<file path="src/rtl/mips_pkg.sv">
// mips_pkg: shared encodings and types for the fetch stage.
package mips_pkg;

  // Next-PC select driven by the decode-stage branch unit
  localparam logic [1:0] PC_SEQ = 2'b00;
  localparam logic [1:0] PC_J   = 2'b01;
  localparam logic [1:0] PC_BR  = 2'b10;
  localparam logic [1:0] PC_JR  = 2'b11;

  localparam logic [31:0] RESET_PC_DEFAULT = 32'h0000_0000;

  typedef enum logic [1:0] {
    FETCH,
    WAIT,
    HOLD
  } fetch_state_t;

  function automatic logic [31:0] word_align(input logic [31:0] addr);
    return {addr[31:2], 2'b00};
  endfunction

endpackage

</file>
<file path="src/rtl/next_pc_calc.sv">
// next_pc_calc: combinational redirect-target computation for j/jal, branch, jr/jalr.
module next_pc_calc
  import mips_pkg::*;
(
  input  logic [1:0]  pc_src,
  input  logic [31:0] id_pc_plus4,
  input  logic [25:0] id_jindex,
  input  logic [15:0] id_imm,
  input  logic [31:0] id_rs,
  output logic [31:0] target
);

  // Select the control-transfer target; branch offset is sign-extended and scaled by 4
  always_comb begin
    target = id_pc_plus4;
    unique case (pc_src)
      PC_J:    target = {id_pc_plus4[31:28], id_jindex, 2'b00};
      PC_BR:   target = id_pc_plus4 + {{14{id_imm[15]}}, id_imm, 2'b00};
      PC_JR:   target = id_rs;
      default: target = id_pc_plus4;
    endcase
  end

endmodule

</file>
<file path="src/rtl/pc_fetch.sv">
// pc_fetch: fetch stage owning the PC, single outstanding imem request,
// valid/ready delivery to decode, redirect with wrong-path squash.
// Optional macro DELAY_SLOT_EN: MIPS branch delay slot instead of flush.
module pc_fetch
  import mips_pkg::*;
#(
  parameter logic [31:0] RESET_PC = RESET_PC_DEFAULT
) (
  input  logic        clk,
  input  logic        rst,
  input  logic [1:0]  pc_src,
  input  logic        id_valid,
  input  logic [31:0] id_pc_plus4,
  input  logic [25:0] id_jindex,
  input  logic [15:0] id_imm,
  input  logic [31:0] id_rs,
  output logic        imem_req,
  output logic [31:0] imem_addr,
  input  logic        imem_ack,
  input  logic [31:0] imem_rdata,
  output logic        if_valid,
  output logic [31:0] if_instr,
  output logic [31:0] if_pc,
  output logic [31:0] if_pc_plus4,
  input  logic        id_ready
);

  fetch_state_t state, state_next;

  logic [31:0] pc_q, pc_d;
  logic [31:0] req_addr_q, req_addr_d;
  logic        req_en_q;
  logic        squash_q, squash_d;
  logic        if_valid_d;
  logic [31:0] if_instr_d, if_pc_d, if_pc_plus4_d;
  logic [31:0] target;
  logic        redirect, acked, discard, flush;

  next_pc_calc u_next_pc (
    .pc_src      (pc_src),
    .id_pc_plus4 (id_pc_plus4),
    .id_jindex   (id_jindex),
    .id_imm      (id_imm),
    .id_rs       (id_rs),
    .target      (target)
  );

  assign redirect = id_valid && (pc_src != PC_SEQ);
  assign acked    = imem_req && imem_ack;

`ifdef DELAY_SLOT_EN
  logic [31:0] pend_pc_q, pend_pc_d;
  logic        pend_valid_q, pend_valid_d;
  logic        take_redirect;

  // A branch sitting in a delay slot is undefined, so only the first redirect counts
  assign take_redirect = redirect && !pend_valid_q;
  assign discard       = 1'b0;
  assign flush         = 1'b0;
`else
  assign discard = squash_q || redirect;
  assign flush   = redirect;
`endif

  // State register
  always_ff @(posedge clk) begin
    if (rst) state <= FETCH;
    else     state <= state_next;
  end

  // Next-state: one request in flight, hold the word until decode takes it
  always_comb begin
    state_next = state;
    unique case (state)
      FETCH:   if (req_en_q) state_next = imem_ack ? (discard ? FETCH : HOLD) : WAIT;
      WAIT:    if (imem_ack) state_next = discard ? FETCH : HOLD;
      HOLD:    if (flush || id_ready) state_next = FETCH;
      default: state_next = FETCH;
    endcase
  end

  // Request outputs: a new request presents the aligned PC, a pending one its latched address
  always_comb begin
    imem_req  = req_en_q && (state != HOLD);
    imem_addr = (state == FETCH) ? word_align(pc_q) : req_addr_q;
  end

  // Datapath next values. pc may move to a redirect target while a request is
  // pending, so the in-flight address lives separately in req_addr.
  always_comb begin
    pc_d          = pc_q;
    req_addr_d    = req_addr_q;
    squash_d      = squash_q;
    if_valid_d    = if_valid;
    if_instr_d    = if_instr;
    if_pc_d       = if_pc;
    if_pc_plus4_d = if_pc_plus4;
`ifdef DELAY_SLOT_EN
    pend_pc_d     = pend_pc_q;
    pend_valid_d  = pend_valid_q;
`endif
    if (imem_req) req_addr_d = imem_addr;
    if (acked) begin
      squash_d = 1'b0;
      if (!discard) begin
        if_valid_d    = 1'b1;
        if_instr_d    = imem_rdata;
        if_pc_d       = imem_addr;
        if_pc_plus4_d = imem_addr + 32'd4;
        pc_d          = imem_addr + 32'd4;
      end
    end
    if ((state == HOLD) && (flush || id_ready)) if_valid_d = 1'b0;
`ifdef DELAY_SLOT_EN
    if (take_redirect) begin
      if ((state == HOLD) || acked) begin
        pc_d = target;
      end else begin
        pend_pc_d    = target;
        pend_valid_d = 1'b1;
      end
    end
    if (pend_valid_q && acked) begin
      pc_d         = pend_pc_q;
      pend_valid_d = 1'b0;
    end
`else
    if (redirect) begin
      pc_d = target;
      if (imem_req && !imem_ack) squash_d = 1'b1;
    end
`endif
  end

  // Datapath registers; req_en delays the first request by one cycle after reset
  always_ff @(posedge clk) begin
    if (rst) begin
      pc_q         <= RESET_PC;
      req_addr_q   <= RESET_PC;
      req_en_q     <= 1'b0;
      squash_q     <= 1'b0;
      if_valid     <= 1'b0;
      if_instr     <= '0;
      if_pc        <= '0;
      if_pc_plus4  <= '0;
`ifdef DELAY_SLOT_EN
      pend_pc_q    <= '0;
      pend_valid_q <= 1'b0;
`endif
    end else begin
      pc_q         <= pc_d;
      req_addr_q   <= req_addr_d;
      req_en_q     <= 1'b1;
      squash_q     <= squash_d;
      if_valid     <= if_valid_d;
      if_instr     <= if_instr_d;
      if_pc        <= if_pc_d;
      if_pc_plus4  <= if_pc_plus4_d;
`ifdef DELAY_SLOT_EN
      pend_pc_q    <= pend_pc_d;
      pend_valid_q <= pend_valid_d;
`endif
    end
  end

endmodule

</file>
<file path="config.mk">
export PLATFORM = sky130hd
export DESIGN_NAME = pc_fetch
export DESIGN_NICKNAME = d
export VERILOG_FILES = /design/src/rtl/mips_pkg.sv /design/src/rtl/next_pc_calc.sv /design/src/rtl/pc_fetch.sv
export SDC_FILE = /design/constraint.sdc
export NUM_CORES = 1
export LEC_CHECK = 0
export BUFFER_PORTS_ARGS = -buffer_cell sky130_fd_sc_hd__buf_2
export CAP_MARGIN = 0
export CORE_ASPECT_RATIO = 1.5
export CORE_MARGIN = 3
export CORE_UTILIZATION = 40
export CTS_CLUSTER_DIAMETER = 80
export DETAILED_ROUTE_END_ITERATION = 10
export PLACE_DENSITY_LB_ADDON = 0.08
export SYNTH_ARGS = -nofsm -noshare
export SYNTH_HDL_FRONTEND = slang
export SYNTH_HIERARCHICAL = 1
export SYNTH_SLANG_ARGS = --single-unit
</file>
<file path="constraint.sdc">
create_clock -name clk -period 4.43 [get_ports clk]
set_clock_uncertainty 0.05 [all_clocks]
set_input_delay 0.6645 -clock clk [delete_from_list [all_inputs] [get_ports clk]]
set_output_delay 0.6645 -clock clk [all_outputs]
set_load 0.02 [all_outputs]
</file>
Yosys cells after proc, flatten, opt, wreduce, memory -nomap -nowiden. Cells that the tools add are included.

Register bits: 165. Input bits: 145. Output and inout bits: 130.

Add/subtract/negate cells: 2. Bitwise gates (word level): 1. Equality and inequality tests: 10. Mux-type cells: 15. Reductions and logical operators: 15.

Operator list (count): $mux W32 (4); $pmux W32 S3 (1); $add A32 B3 Y32 const B (1); $add A32 B32 Y32 (1); $mux W2 (5); $ne A2 B2 Y1 const B (4); $eq A2 B2 Y1 const B (3); $pmux W2 S3 (1); $logic_and A1 B1 Y1 (5); $eq A2 B1 Y1 const B (2); $mux W1 (4); $reduce_and A2 Y1 (2); $reduce_bool A2 Y1 (2); $reduce_and A3 Y1 (1); $logic_not A2 Y1 (1); $logic_or A1 B1 Y1 (2); $ne A2 B1 Y1 const B (1); $reduce_or A2 Y1 (1); $logic_not A1 Y1 (1); $not A1 Y1 (1).

Longest topological paths before layout.
Word-level depth: 7. Depth in mapped cells: 13. Gate-level depth less buffers: 13.

Hierarchy. The synthesis kept the hierarchy.

By module, submodules not included: pc_fetch (area each 7199.4 um^2, seq. area each 3223.1 um^2, cells each 863, times used 1); next_pc_calc (area each 2233.4 um^2, seq. area each 0.0 um^2, cells each 259, times used 1).

Worst setup path after synthesis. OpenSTA, ideal clock, no wires.

Path kind: input port to flip-flop. From: in id_pc_plus4[2]. To: reg pc_q[22]. Setup time: 0.132 ns. Arrival: 3.231 ns. Setup slack: 1.017 ns. Cell stages on the path: 13. Required time: 4.248 ns. Cells stage by stage: ha_1 -> fa_1 -> a21o_1 -> a221oi_2 -> o21ai_2 -> a21oi_2 -> o21ai_2 -> a31oi_4 -> o21ba_2 -> xnor2_1 -> mux4_2 -> a21oi_1 -> o21ai_0.

Word-level cells in the longest chain between the ends: 3.

Ends and longest elaborated chain: start: declaration (line pc_fetch.sv:13) `input logic [31:0] id_pc_plus4,`; $add A32 B32 Y32 (line next_pc_calc.sv:18) `PC_BR: target = id_pc_plus4 + {{14{id_imm[15]}}, id_imm, 2'b00};`; $pmux W32 S3 (line next_pc_calc.sv:16) `unique case (pc_src)`; named net target[22] (line pc_fetch.sv:36) `logic [31:0] target;`; $mux W32 (line pc_fetch.sv:128) `if (redirect) begin`; end signal: assignment (line pc_fetch.sv:151) `pc_q <= pc_d;`; end: declaration (line pc_fetch.sv:30) `logic [31:0] pc_q, pc_d;`.

The timed path passes the listed nets, and every way through them passes these cells. A chain may end at the register's enable or synchronous reset.

Final worst setup path.
From: in id_pc_plus4[2]. To: reg pc_q[26].

The elaborated chain is that of the path after synthesis.

==> reports/qor_table.md <==
| Step | Quantity | This run |
|---|---|---|
| die | Site Rows | 68 |
| worst setup path | Critical path startpoint category | input pin |
| synth | Synth Warn # | 6 |
| power and ir drop | Total Power | 3.978 mW |
| place | Count of input and output buffers | 270 |
| worst setup path | R2r setup slk | 1.15 ns |
| power and ir drop | Sw frac | 0.3227 |
| power and ir drop | Sequential cell fraction of total power | 0.401 |
| die | Core area | 0.02306 mm2 |
| clocking | TritonCTS clock tree | done |
| die | Die Y | 193.8 um |
| power and ir drop | NetSw | 1.284 mW |
| worst setup path | Worst setup path category | input pin to register |
| clocking | Post-CTS setup repair buffer count | 0 |
| place | Routability-driven placement congestion ratio | 0.9088 |
| detailed routing | Detailed Route Iter0 Violations | 561 |
| clocking | TritonCTS sink count | 161 |
| worst setup path | Data arrival, critical path | 3.77 ns |
| timing | Clock period minus final worst setup slack | 3.535 ns |
| clocking | Clock Pin Slew Worst Setup and Hold Paths | 0.07 ns |
| place | Placed wire-length estimate | 21.93 mm |
| cells and area | Post-Route Utilization | 0.5011 |
| global route | Global-route wire length before repair | 46.82 mm |
| die | Number of ports placed on the die boundary | 275 |
| power and ir drop | Total power density per cell area | 344.3 mW/mm2 |
| clocking | Level count of the clock H-tree | 4 |
| cells and area | Summed area of non-filler cells in the final layout | 0.01155 mm2 |
| cells and area | Nets@finish | 1528 |
| worst setup path | Worst EP required | 4.67 ns |
| timing | Final setup violation count | 0 |
| detailed routing | Post-detailed-route via-to-cell ratio | 5.347 |
| global route | Pin count of the biggest net entering global routing | 106 |
| die | Die Area | 0.02543 mm2 |
| timing | Final critical-path share of the clock period | 0.7980 |
| power and ir drop | Pleak | 5.163 nW |
| power and ir drop | Max rail drop VDD | 0.2237 mV |
| timing | Achievable Freq | 282.9 MHz |
| detailed routing | Detailed Routing Iterations Pass 1 | 5 |
| global route | Initial antenna violation count | 0 |
| detailed routing | Post-Route WL | 28.94 mm |
| worst setup path | Maximum net fanout on the critical path | 4 |
| clocking | Clock buffer count from CTS | 17 |
| global route | GRT Util Overall | 0.2231 |
| job | Max-Cap Viols | 0 |
| global route | Overall overflow remaining after global route | 0 |
| timing | Pins over their slew limit | 0 |
| cells and area | Signed area change from the synthesized netlist to the final layout | 22.84% |
| timing | Slew HR | 0.4579 |
| hold path | Class of the most critical hold timing path | register to register |
| synth | Synthesized area divided by synthesized cell count | 8.428 um2 |
| place | Post-placement cell area | 0.01098 mm2 |
| synth | Synth Cell Area | 0.009405 mm2 |
| timing | Worst Max-Slew Pin Slew | 0.8132 ns |
| detailed routing | Routed wire per std cell | 17.21 um |
| power and ir drop | Clk pwr share | 0.363 |
| clocking | Clock Latency Late Sink | 0.43 ns |
| detailed routing | Post-route ant nets | 0 |
| power and ir drop | Internal power contribution | 2.695 mW |
| cells and area | Share of cells above drive strength 1 | 0.2747 |
| clocking | Post_cts resized | 0 |
| global route | Number of global-route vias before repair | 8770 |
| power and ir drop | Combinational share of power | 0.236 |
| detailed routing | # DRC | 0 |
| die | Initial core utilization | 0.4079 |
| synth | Net count after synthesis | 1292 |
| timing | Worst Hold Margin | 0.3958 ns |
| timing | RSZ-0062 raised after global routing | false |
| clocking | Hold-fix buffers, CTS | 0 |
| synth | Synth Instances | 1116 |
| worst setup path | Crit path capture type | register |
| die | Die outline width | 131.2 um |
| detailed routing | Via count | 8989 |
| clocking | Number of buffers on the longest clock path | 2 |
| outcome | Outcome | completed |
| timing | Sum Neg Setup Slack | 0 ns |
| clocking | Root buffer selected by CTS | clkbuf_16 |
| timing | Final Hold Fails | 0 |
## cell type report
| cell class | instances | area [um2] |
|---|---|---|
| diodes | 1 | 2.502 |
| clock buffers | 17 | 425.4 |
| clock inverters | 15 | 150.1 |
| fillers | 2342 | 11500 |
| inverters | 37 | 138.9 |
| multi-input cells | 843 | 5688 |
| flip-flops and latches | 161 | 3223 |
| well taps | 315 | 394.1 |
| repair buffers | 292 | 1531 |
## metal layers
metal / track usage / vias to the layer above / share of wire
li1: - / 4524 / -
met2: 0.3706 / 291 / 0.48
met4: 0.07318 / 0 / 0.020
met1: 0.2943 / 4143 / 0.44
met3: 0.04076 / 31 / 0.056
met5: 0 / - / 0
## cell usage in the layout, fill, tap and decap left out, types with 13 or more instances in the layout
master / count
mux2i_1: 35
clkbuf_16: 17
and3_1: 21
inv_1: 37
nor2_1: 97
mux4_2: 26
a21o_1: 13
dfxtp_1: 161
a21oi_1: 114
o22ai_1: 14
o21ai_0: 40
ha_1: 30
nor3_1: 19
a211oi_1: 49
nand2_1: 161
nand3_1: 24
xor2_1: 15
buf_2: 269
xnor2_1: 31
buf_4: 22
o211ai_1: 21
## power by group through the flow
stage / Combinational [mW] / Clock (mW) / Sequential, mW
floorplan: 0.598 / 0 / 1.65
global placement: 0.937 / 0 / 1.62
detailed placement: 0.940 / 0 / 1.63
CTS: 0.945 / 1.49 / 1.59
global route: 1.04 / 1.54 / 1.61
finish: 0.940 / 1.44 / 1.59
## critical path, cell delays in order
cell,delay [ns]
buf_2,0.11
ha_1,0.22
fa_1,0.41
a21o_1,0.20
a221oi_2,0.38
o21ai_2,0.15
a21oi_2,0.22
o21ai_2,0.14
nand4_1,0.22
a21oi_1,0.16
xor2_1,0.16
mux4_2,0.49
a21oi_1,0.14
o211ai_1,0.09
## through the flow
stage,setup WS [ns],instances
2_1_floorplan,1.017,1116
3_3_place_gp,0.4917,1648
3_5_place_dp,0.4916,1648
4_1_cts,0.9391,1680
5_1_grt,0.7812,1680
6_report,0.8950,1681
## sequential cells by signal, summed over array words and instances, names as in the netlist, named ones only
name	count
req_addr_q	32
if_pc_plus4	30
if_pc	32
if_instr	32
req_en_q	1
pc_q	30
state	2
if_valid	1
## worst paths after layout
check	cells past startpoint	to	start
setup reg to reg	10	pc_q[26]	state[0]
setup / recovery	14	pc_q[26]	id_pc_plus4[2]
hold / removal	2	if_pc_plus4[16]	if_pc_plus4[16]
hold reg to reg	2	if_pc_plus4[16]	if_pc_plus4[16]
No activity file was read; power rests on OpenSTA's default activity.
